<file path="src/rtl/decode_block_if.sv">
// decode_block_if: fetch -> decode -> execute handshake bundle.
//   fetch_valid/fetch_ready/fetch_pipe/fetch_pc : raw instruction word from fetch
//   dec_valid/dec_ready/dec_*                    : decoded entry toward execute
// Modports:
//   slave  - the decode stage (consumes fetch words, produces dec_* entries)
//   master - the surrounding pipeline (fetch producer + execute consumer)
interface decode_block_if #(
   parameter int PC_W = 6
);
   logic            fetch_valid;
   logic            fetch_ready;
   logic [31:0]     fetch_pipe;
   logic [PC_W-1:0] fetch_pc;

   logic            dec_valid;
   logic            dec_ready;
   logic [PC_W-1:0] dec_pc;
   logic [6:0]      dec_opcode;
   logic [4:0]      dec_rd;
   logic [4:0]      dec_rs1;
   logic [4:0]      dec_rs2;
   logic [2:0]      dec_funct3;
   logic [6:0]      dec_funct7;
   logic [31:0]     dec_imm;
   logic [2:0]      dec_fmt;
   logic            dec_illegal;

   modport slave (
      input  fetch_valid, fetch_pipe, fetch_pc, dec_ready,
      output fetch_ready, dec_valid, dec_pc, dec_opcode, dec_rd, dec_rs1,
             dec_rs2, dec_funct3, dec_funct7, dec_imm, dec_fmt, dec_illegal
   );

   modport master (
      output fetch_valid, fetch_pipe, fetch_pc, dec_ready,
      input  fetch_ready, dec_valid, dec_pc, dec_opcode, dec_rd, dec_rs1,
             dec_rs2, dec_funct3, dec_funct7, dec_imm, dec_fmt, dec_illegal
   );
endinterface

</file>
<file path="src/rtl/decode_block.sv">
// decode_block: RV32I decode stage with a registered two-entry skid buffer.
// Ports:
//   clk   - sole clock, rising edge
//   rst   - asynchronous active-high reset
//   flush - synchronous discard of all buffered entries
//   bus   - decode_block_if.slave (fetch_* in, dec_* out)
// Build option: define DECODE_RV32M_EN to accept the OP funct7=0000001 (M) group.
//
// state    | meaning
// ST_EMPTY | no entry held, dec_valid low
// ST_ONE   | output register holds one entry
// ST_TWO   | output and skid registers both full, fetch_ready low
module decode_block #(
   parameter int PC_W = 6
) (
   input  logic          clk,
   input  logic          rst,
   input  logic          flush,
   decode_block_if.slave bus
);
   localparam logic [2:0] FMT_R   = 3'd0;
   localparam logic [2:0] FMT_I   = 3'd1;
   localparam logic [2:0] FMT_S   = 3'd2;
   localparam logic [2:0] FMT_B   = 3'd3;
   localparam logic [2:0] FMT_U   = 3'd4;
   localparam logic [2:0] FMT_J   = 3'd5;
   localparam logic [2:0] FMT_BAD = 3'd7;

   typedef enum logic [1:0] {ST_EMPTY, ST_ONE, ST_TWO} state_t;

   typedef struct packed {
      logic [PC_W-1:0] pc;
      logic [31:0]     inst;
      logic [31:0]     imm;
      logic [2:0]      fmt;
      logic            illegal;
   } entry_t;

   state_t state_q, state_d;
   entry_t out_q, out_d;
   entry_t skid_q, skid_d;
   entry_t fetch_ent;

   logic        fetch_ready;
   logic        accept;
   logic        drain;
   logic [6:0]  op;
   logic [2:0]  f3;
   logic [6:0]  f7;
   logic [2:0]  fmt_raw;
   logic        legal;
   logic [31:0] imm_raw;

   assign op = bus.fetch_pipe[6:0];
   assign f3 = bus.fetch_pipe[14:12];
   assign f7 = bus.fetch_pipe[31:25];

   always_comb begin
      legal   = 1'b0;
      fmt_raw = FMT_BAD;
      // Every listed opcode ends in 2'b11, so an unlisted opcode also covers inst[1:0] != 11.
      case (op)
         7'b0110011: begin
            fmt_raw = FMT_R;
            legal   = (f7 == 7'b0000000) ||
                      ((f7 == 7'b0100000) && ((f3 == 3'b000) || (f3 == 3'b101)));
`ifdef DECODE_RV32M_EN
            if (f7 == 7'b0000001) legal = 1'b1;
`endif
         end
         7'b0000011: begin
            fmt_raw = FMT_I;
            legal   = !((f3 == 3'b011) || (f3 == 3'b110) || (f3 == 3'b111));
         end
         7'b0010011: begin
            fmt_raw = FMT_I;
            if (f3 == 3'b001)      legal = (f7 == 7'b0000000);
            else if (f3 == 3'b101) legal = (f7 == 7'b0000000) || (f7 == 7'b0100000);
            else                   legal = 1'b1;
         end
         7'b1100111: begin
            fmt_raw = FMT_I;
            legal   = (f3 == 3'b000);
         end
         7'b0001111, 7'b1110011: begin
            fmt_raw = FMT_I;
            legal   = 1'b1;
         end
         7'b0100011: begin
            fmt_raw = FMT_S;
            legal   = (f3 < 3'b011);
         end
         7'b1100011: begin
            fmt_raw = FMT_B;
            legal   = !((f3 == 3'b010) || (f3 == 3'b011));
         end
         7'b0110111, 7'b0010111: begin
            fmt_raw = FMT_U;
            legal   = 1'b1;
         end
         7'b1101111: begin
            fmt_raw = FMT_J;
            legal   = 1'b1;
         end
         default: begin
            fmt_raw = FMT_BAD;
            legal   = 1'b0;
         end
      endcase
      if (bus.fetch_pipe[1:0] != 2'b11) legal = 1'b0;
   end

   always_comb begin
      imm_raw = 32'd0;
      case (fmt_raw)
         FMT_I: imm_raw = {{20{bus.fetch_pipe[31]}}, bus.fetch_pipe[31:20]};
         FMT_S: imm_raw = {{20{bus.fetch_pipe[31]}}, bus.fetch_pipe[31:25],
                           bus.fetch_pipe[11:7]};
         FMT_B: imm_raw = {{19{bus.fetch_pipe[31]}}, bus.fetch_pipe[31], bus.fetch_pipe[7],
                           bus.fetch_pipe[30:25], bus.fetch_pipe[11:8], 1'b0};
         FMT_U: imm_raw = {bus.fetch_pipe[31:12], 12'd0};
         FMT_J: imm_raw = {{11{bus.fetch_pipe[31]}}, bus.fetch_pipe[31], bus.fetch_pipe[19:12],
                           bus.fetch_pipe[20], bus.fetch_pipe[30:21], 1'b0};
         default: imm_raw = 32'd0;
      endcase
   end

   always_comb begin
      fetch_ent.pc      = bus.fetch_pc;
      fetch_ent.inst    = bus.fetch_pipe;
      fetch_ent.illegal = !legal;
      fetch_ent.fmt     = legal ? fmt_raw : FMT_BAD;
      fetch_ent.imm     = legal ? imm_raw : 32'd0;
   end

   // fetch_ready is a function of state and rst only; no path from dec_ready.
   assign fetch_ready = (state_q != ST_TWO) && !rst;
   assign accept      = bus.fetch_valid && fetch_ready;
   assign drain       = (state_q != ST_EMPTY) && bus.dec_ready;

   always_comb begin
      state_d = state_q;
      out_d   = out_q;
      skid_d  = skid_q;
      case (state_q)
         ST_EMPTY: begin
            if (accept) begin
               state_d = ST_ONE;
               out_d   = fetch_ent;
            end
         end
         ST_ONE: begin
            if (accept && drain) begin
               out_d = fetch_ent;
            end else if (accept) begin
               state_d = ST_TWO;
               skid_d  = fetch_ent;
            end else if (drain) begin
               state_d = ST_EMPTY;
            end
         end
         ST_TWO: begin
            if (drain) begin
               state_d = ST_ONE;
               out_d   = skid_q;
            end
         end
         default: state_d = ST_EMPTY;
      endcase
      // Data registers keep stale contents on flush; dec_valid gates them.
      if (flush) state_d = ST_EMPTY;
   end

   always_ff @(posedge clk or posedge rst) begin
      if (rst) begin
         state_q <= ST_EMPTY;
         out_q   <= '0;
         skid_q  <= '0;
      end else begin
         state_q <= state_d;
         out_q   <= out_d;
         skid_q  <= skid_d;
      end
   end

   assign bus.fetch_ready = fetch_ready;
   assign bus.dec_valid   = (state_q != ST_EMPTY);
   assign bus.dec_pc      = out_q.pc;
   assign bus.dec_opcode  = out_q.inst[6:0];
   assign bus.dec_rd      = out_q.inst[11:7];
   assign bus.dec_rs1     = out_q.inst[19:15];
   assign bus.dec_rs2     = out_q.inst[24:20];
   assign bus.dec_funct3  = out_q.inst[14:12];
   assign bus.dec_funct7  = out_q.inst[31:25];
   assign bus.dec_imm     = out_q.imm;
   assign bus.dec_fmt     = out_q.fmt;
   assign bus.dec_illegal = out_q.illegal;
endmodule
</file>
<file path="src/flat_wrapper.sv">
// flat-port wrapper written by rule: the top's interface ports become plain ports
module decode_block_flat 
#(
   parameter int PC_W = 6
)
  (clk, rst, flush, bus_fetch_valid, bus_fetch_pipe, bus_fetch_pc, bus_dec_ready, bus_fetch_ready, bus_dec_valid, bus_dec_pc, bus_dec_opcode, bus_dec_rd, bus_dec_rs1, bus_dec_rs2, bus_dec_funct3, bus_dec_funct7, bus_dec_imm, bus_dec_fmt, bus_dec_illegal);
  decode_block_if #(.PC_W(PC_W)) bus_i ();
  input  logic clk;
  input  logic rst;
  input  logic flush;
  input wire logic [$bits(bus_i.fetch_valid)-1:0] bus_fetch_valid;
  input wire logic [$bits(bus_i.fetch_pipe)-1:0] bus_fetch_pipe;
  input wire logic [$bits(bus_i.fetch_pc)-1:0] bus_fetch_pc;
  input wire logic [$bits(bus_i.dec_ready)-1:0] bus_dec_ready;
  output wire logic [$bits(bus_i.fetch_ready)-1:0] bus_fetch_ready;
  output wire logic [$bits(bus_i.dec_valid)-1:0] bus_dec_valid;
  output wire logic [$bits(bus_i.dec_pc)-1:0] bus_dec_pc;
  output wire logic [$bits(bus_i.dec_opcode)-1:0] bus_dec_opcode;
  output wire logic [$bits(bus_i.dec_rd)-1:0] bus_dec_rd;
  output wire logic [$bits(bus_i.dec_rs1)-1:0] bus_dec_rs1;
  output wire logic [$bits(bus_i.dec_rs2)-1:0] bus_dec_rs2;
  output wire logic [$bits(bus_i.dec_funct3)-1:0] bus_dec_funct3;
  output wire logic [$bits(bus_i.dec_funct7)-1:0] bus_dec_funct7;
  output wire logic [$bits(bus_i.dec_imm)-1:0] bus_dec_imm;
  output wire logic [$bits(bus_i.dec_fmt)-1:0] bus_dec_fmt;
  output wire logic [$bits(bus_i.dec_illegal)-1:0] bus_dec_illegal;
  assign bus_i.fetch_valid = bus_fetch_valid;
  assign bus_i.fetch_pipe = bus_fetch_pipe;
  assign bus_i.fetch_pc = bus_fetch_pc;
  assign bus_i.dec_ready = bus_dec_ready;
  assign bus_fetch_ready = bus_i.fetch_ready;
  assign bus_dec_valid = bus_i.dec_valid;
  assign bus_dec_pc = bus_i.dec_pc;
  assign bus_dec_opcode = bus_i.dec_opcode;
  assign bus_dec_rd = bus_i.dec_rd;
  assign bus_dec_rs1 = bus_i.dec_rs1;
  assign bus_dec_rs2 = bus_i.dec_rs2;
  assign bus_dec_funct3 = bus_i.dec_funct3;
  assign bus_dec_funct7 = bus_i.dec_funct7;
  assign bus_dec_imm = bus_i.dec_imm;
  assign bus_dec_fmt = bus_i.dec_fmt;
  assign bus_dec_illegal = bus_i.dec_illegal;
  decode_block #(.PC_W(PC_W)) u_core (.clk(clk), .rst(rst), .flush(flush), .bus(bus_i));
endmodule
</file>
<file path="config.mk">
export PLATFORM = sky130hd
export DESIGN_NAME = decode_block_flat
export DESIGN_NICKNAME = d
export VERILOG_FILES = /design/src/rtl/decode_block_if.sv /design/src/rtl/decode_block.sv /design/src/flat_wrapper.sv
export SDC_FILE = /design/constraint.sdc
export NUM_CORES = 1
export LEC_CHECK = 0
export ABC_AREA = 1
export BUFFER_PORTS_ARGS = -buffer_cell sky130_fd_sc_hd__buf_2
export CAP_MARGIN = 10
export CORE_MARGIN = 8
export CORE_UTILIZATION = 50
export DETAILED_ROUTE_END_ITERATION = 7
export GPL_TIMING_DRIVEN = 0
export PLACE_DENSITY = 0.77
export SLEW_MARGIN = 20
export SYNTH_ARGS = -nofsm -noshare
export SYNTH_HDL_FRONTEND = slang
export SYNTH_SLANG_ARGS = --single-unit
</file>
<file path="constraint.sdc">
create_clock -name clk -period 15.7 [get_ports clk]
set_input_delay 3.14 -clock clk [delete_from_list [all_inputs] [get_ports clk]]
set_output_delay 3.14 -clock clk [all_outputs]
set_load 0.005 [all_outputs]
</file>
======== Word-level counts from Yosys, hierarchy flattened ========
Index checks and enable logic that the tools add are counted.
W data, S select, Z words.
operators by class
  order comparisons ....................... 1
  equal/unequal tests ..................... 34
  multiplexer cells ....................... 19
  bitwise gates (word level) .............. 1
  reduce and logical (&&, ||, !) cells .... 26
operators with widths
  cell                  count
  $mux W74              3
  $pmux W74 S3          1
  $pmux W32 S5          1
  $mux W32              1
  $eq A7 B6 Y1 const B  4
  $eq A7 B7 Y1 const B  4
  $pmux W3 S6           1
  $eq A3 B3 Y1 const B  5
  $eq A7 B5 Y1 const B  2
  $eq A3 B2 Y1 const B  4
  $mux W2               6
  $reduce_or A5 Y1      2
  $reduce_and A4 Y1     2
  $eq A7 B2 Y1 const B  1
  $eq A7 B4 Y1 const B  1
  $logic_not A7 Y1      1
  $pmux W1 S7           1
  $eq A3 B1 Y1 const B  2
  $logic_or A1 B1 Y1    6
  $ne A2 B1 Y1 const B  3
  $ne A3 B2 Y1 const B  2
  $pmux W2 S3           1
  $logic_and A1 B1 Y1   5
  $logic_not A1 Y1      4
  other kinds (15)      18
word-level totals
  register bits ........................... 150
  bits of input ports ..................... 43
  output and inout port bits .............. 76
  logic and storage cells ................. 92

======== Logic depth before layout (Yosys ltp) ========
  depth in word-level cells ............... 9
  gate-level depth with buffers ........... 21
  mapped depth without buffers ............ 21

======== Worst setup path before layout ========
No wires, ideal clock.
  path type ............................... input -> output
  from .................................... in rst
  to ...................................... out bus_fetch_ready
  arrival ................................. 3.267 ns
  data required time ...................... 12.560 ns
  path slack .............................. 9.293 ns
  stages .................................. 1
  path buffers ............................ 0
  cell sequence ........................... nor2_2
on the way
  longest elaborated chain between the ends .. 2
ends and longest elaborated chain
  element              line                 text
  from (decl)          flat_wrapper.sv:9    input logic rst;
  $logic_not A1 Y1     decode_block.sv:137  assign fetch_ready = (state_q != ST_TWO) && !rst;
  $logic_and A1 B1 Y1  decode_block.sv:137
  to (decl)            flat_wrapper.sv:15   output wire logic [$bits(bus_i.fetch_ready)-1:0] bus_fetch_ready;
Every way passes these cells.

======== Final worst setup path ========
Same ends and word-level chain as after synthesis.

==> flow_summary.toml <==
[outcome]
status = "finished clean"

[clocking]
htree_levels = 4
cts_tree = "yes"
holdBufCountCts = 0
clock_sinks = 150
cts_buffers = 17
path_clk_slew_ns = 0.06
clock_latency_ns = 0.43
cts.repair.resized = 0
root_buffer = "clkbuf_16"
postCtsSetupBuffers = 0
clk_path_buf_depth = 2

[yosys]
postSynthCellCount = 971
async_flop_share_pct = 100
syn-cell-area_sq_um = 7260
synth_edf_count = 0
synth_area_leaders = "dfrtp_1 52%, nand2_1 23%, nor2_1 6.0%"
synth_top_area_share_pct = 51.7
syn_avg_cell_area_sq_um = 7.48
synth.most_common_cell = "nand2_1"
synth_common_cells = "442 x nand2_1, 150 x dfrtp_1, 117 x nor2_1, 38 x a31oi_1, 36 x nand3_1"
synth_cell_type_count = 26
synth_seq_cells = 150
yosysWarnings = 0
yosysTopAreaCell = "dfrtp_1"
syn-num-nets = 1015
yosysSeqAreaShare_pct = 51.7
synthFlopType = "dfrtp_1"

[die]
die_area_sq_um = 18600
ios = 119
coreArea_sq_um = 14400
rows = 44
dieWidth_um = 137
die_y_um = 137
initial_utilization_pct = 50.5

[pwr]
p_per_area_nw_per_um2 = 135
worst_ir_drop_vdd_uv = 85.9
leakage_nw = 4.83

[global_route]
grt_pass1_wl_um = 33100
grt_max_degree = 84
first_global_vias = 6393
grt_usage_pct = 22.9
antenna_found_initial = 1
gr-total-overflow = 0

[placement]
dp_hpwl_um = 14900
gp_congestion = 0.906
port_buffers = 117

[timing]
setup_violations = 0
slew_headroom_pct = 53.7
fmax_mhz = 150
hold_ws_ns = 0.471
finalMaxSlewViolations = 0
period_minus_slack_ns = 6.68
worst_slew_pin_slew_ns = 0.694
final.setup.tns_ns = 0
rsz0062_at_grt = "no"
hold_viol_final = 0
skew_ns = 0.00677
min_period_over_period_pct = 42.6

[hold_path]
worstHoldStart = "u_core.skid_q[47]"
hold_depth = 2
hold_class = "flip-flop to flip-flop"
whs_endpoint = "u_core.skid_q[47]"

[worst_setup_path]
cp_max_fo = 3
critPathLaunch = "rst"
critical-path-top-delay-family = "buffers and inverters"
timing.rr.end = "u_core.bus.dec_rs1[1]"
critPathBufInv = 2
r2r.worst_path.cells = 7
r2r_start = "u_core.state_q[1]"
cp-start-kind = "input pin"
path_cells = "buf_2 > nor2_2 > buf_2"
setup.worst_path.end_class = "output pin"
slowest_stage = "buf_2"
critPathRequiredTime_ns = 12.56
crit_type = "input pin to output pin"
path_common_cell = "buf_2"
reg2reg_slack_ns = 13.47
cp.arrival_ns = 3.54
cpPeakStageDelay_ns = 0.14

[finish]
syn2layout_area_growth_pct = 19.6
drive_above_1_share_pct = 19.3
antennaDiodeCount = 0
nets = 1152

[drt]
post_drt_wl_per_cell_um = 16.0
via_per_inst = 5.23
wirelength_um = 20900
drt_first_pass_iters = 5
vias = 6822
route.detailed.drc = 0
ant_nets = 0
drt-initial-drc-count = 727

[flow_run]
drv_cap = 0
-- routing by layer --
layer	GRT usage, %	vias up	share of wire [%]
met4	8.97	2	2.3
met2	35.2	257	46
met5	0	-	0.048
li1	-	3336	-
met3	6.35	41	8.2
met1	30.2	3186	44
-- placed cells by master, fill, tap and decap left out, drive strengths merged --
| cell type | netlist | routed |
|---|---|---|
| a21oi | 9 | 9 |
| a31oi | 38 | 38 |
| buf | 27 | 145 |
| bufinv | 0 | 2 |
| clkbuf | 26 | 44 |
| clkinv | 0 | 9 |
| clkinvlp | 0 | 2 |
| dfrtp | 150 | 150 |
| ha | 1 | 1 |
| inv | 38 | 39 |
| nand2 | 447 | 447 |
| nand3 | 40 | 40 |
| nand4 | 3 | 3 |
| nor2 | 135 | 135 |
| nor3 | 3 | 3 |
| o21ai | 53 | 53 |
| o31ai | 1 | 1 |
-- worst max-delay path by stage --
stage	endpoint	slack, ns	cells past startpoint
floorplan	u_core.bus.dec_fmt[0]	8.52	1
global placement	u_core.bus.dec_imm[31]	6.80	2
detailed placement	bus_fetch_ready	9.01	3
CTS	bus_fetch_ready	9.01	3
global route	bus_fetch_ready	8.98	3
finish	bus_fetch_ready	9.02	3
-- per-stage QoR --
| stage | std cells | cell area [sq um] | setup WS (ns) | power [mW] | util (%) |
|---|---|---|---|---|---|
| 2_1_floorplan | 971 | 7260 | 8.52 | 0.674 | - |
| 3_3_place_gp | 1272 | 8080 | 6.80 | 0.772 | 56.2 |
| 3_5_place_dp | 1273 | 8110 | 9.01 | 0.783 | 56.5 |
| 4_1_cts | 1305 | 8680 | 9.01 | 1.18 | 60.4 |
| 5_1_grt | 1305 | 8680 | 8.98 | 1.24 | 60.4 |
| 6_report | 1305 | 8680 | 9.02 | 1.18 | 60.4 |
-- tightest hold or removal path, stage by stage, from the launching register on --
cell     delay (ns)
dfrtp_1        0.34
nand2_1        0.05
nand2_1        0.05
-- kinds of logic after synthesis --
family / count (synthesis) / share of synthesized area [%]
flip-flops: 150 / 51.7
adder cells (fa/ha/maj): 1 / 0.172
AND/OR/NAND/NOR: 628 / 34.9
AO/OA/AOI/OAI: 101 / 7.65
buffers and inverters: 91 / 5.55
-- layout make-up --
| type | count | area (sq um) |
|---|---|---|
| clock inverter | 14 | 133 |
| inverter | 38 | 153 |
| multi-input combinational | 730 | 3100 |
| clock buffer | 18 | 439 |
| tap | 184 | 230 |
| timing repair buffer | 118 | 613 |
| buffer | 53 | 258 |
| fill | 1326 | 5690 |
| sequential | 150 | 3750 |
-- where the power goes --
part	internal, mW	switching (mW)
combinational	0.0958	0.142
clock	0.236	0.163
sequential	0.485	0.0540
total	0.817	0.359
-- registers in the layout, summed over array words and instances, names as in the netlist --
signal	flops
u_core.skid_q	74
u_core.bus.dec_imm	32
u_core.bus.dec_funct7	7
u_core.bus.dec_opcode	7
u_core.bus.dec_pc	6
u_core.bus.dec_rd	5
u_core.bus.dec_rs1	5
u_core.bus.dec_rs2	5
u_core.bus.dec_fmt	3
u_core.bus.dec_funct3	3
u_core.state_q	2
u_core.bus.dec_illegal	1
Note: power is estimated with default switching activity, not from simulation.
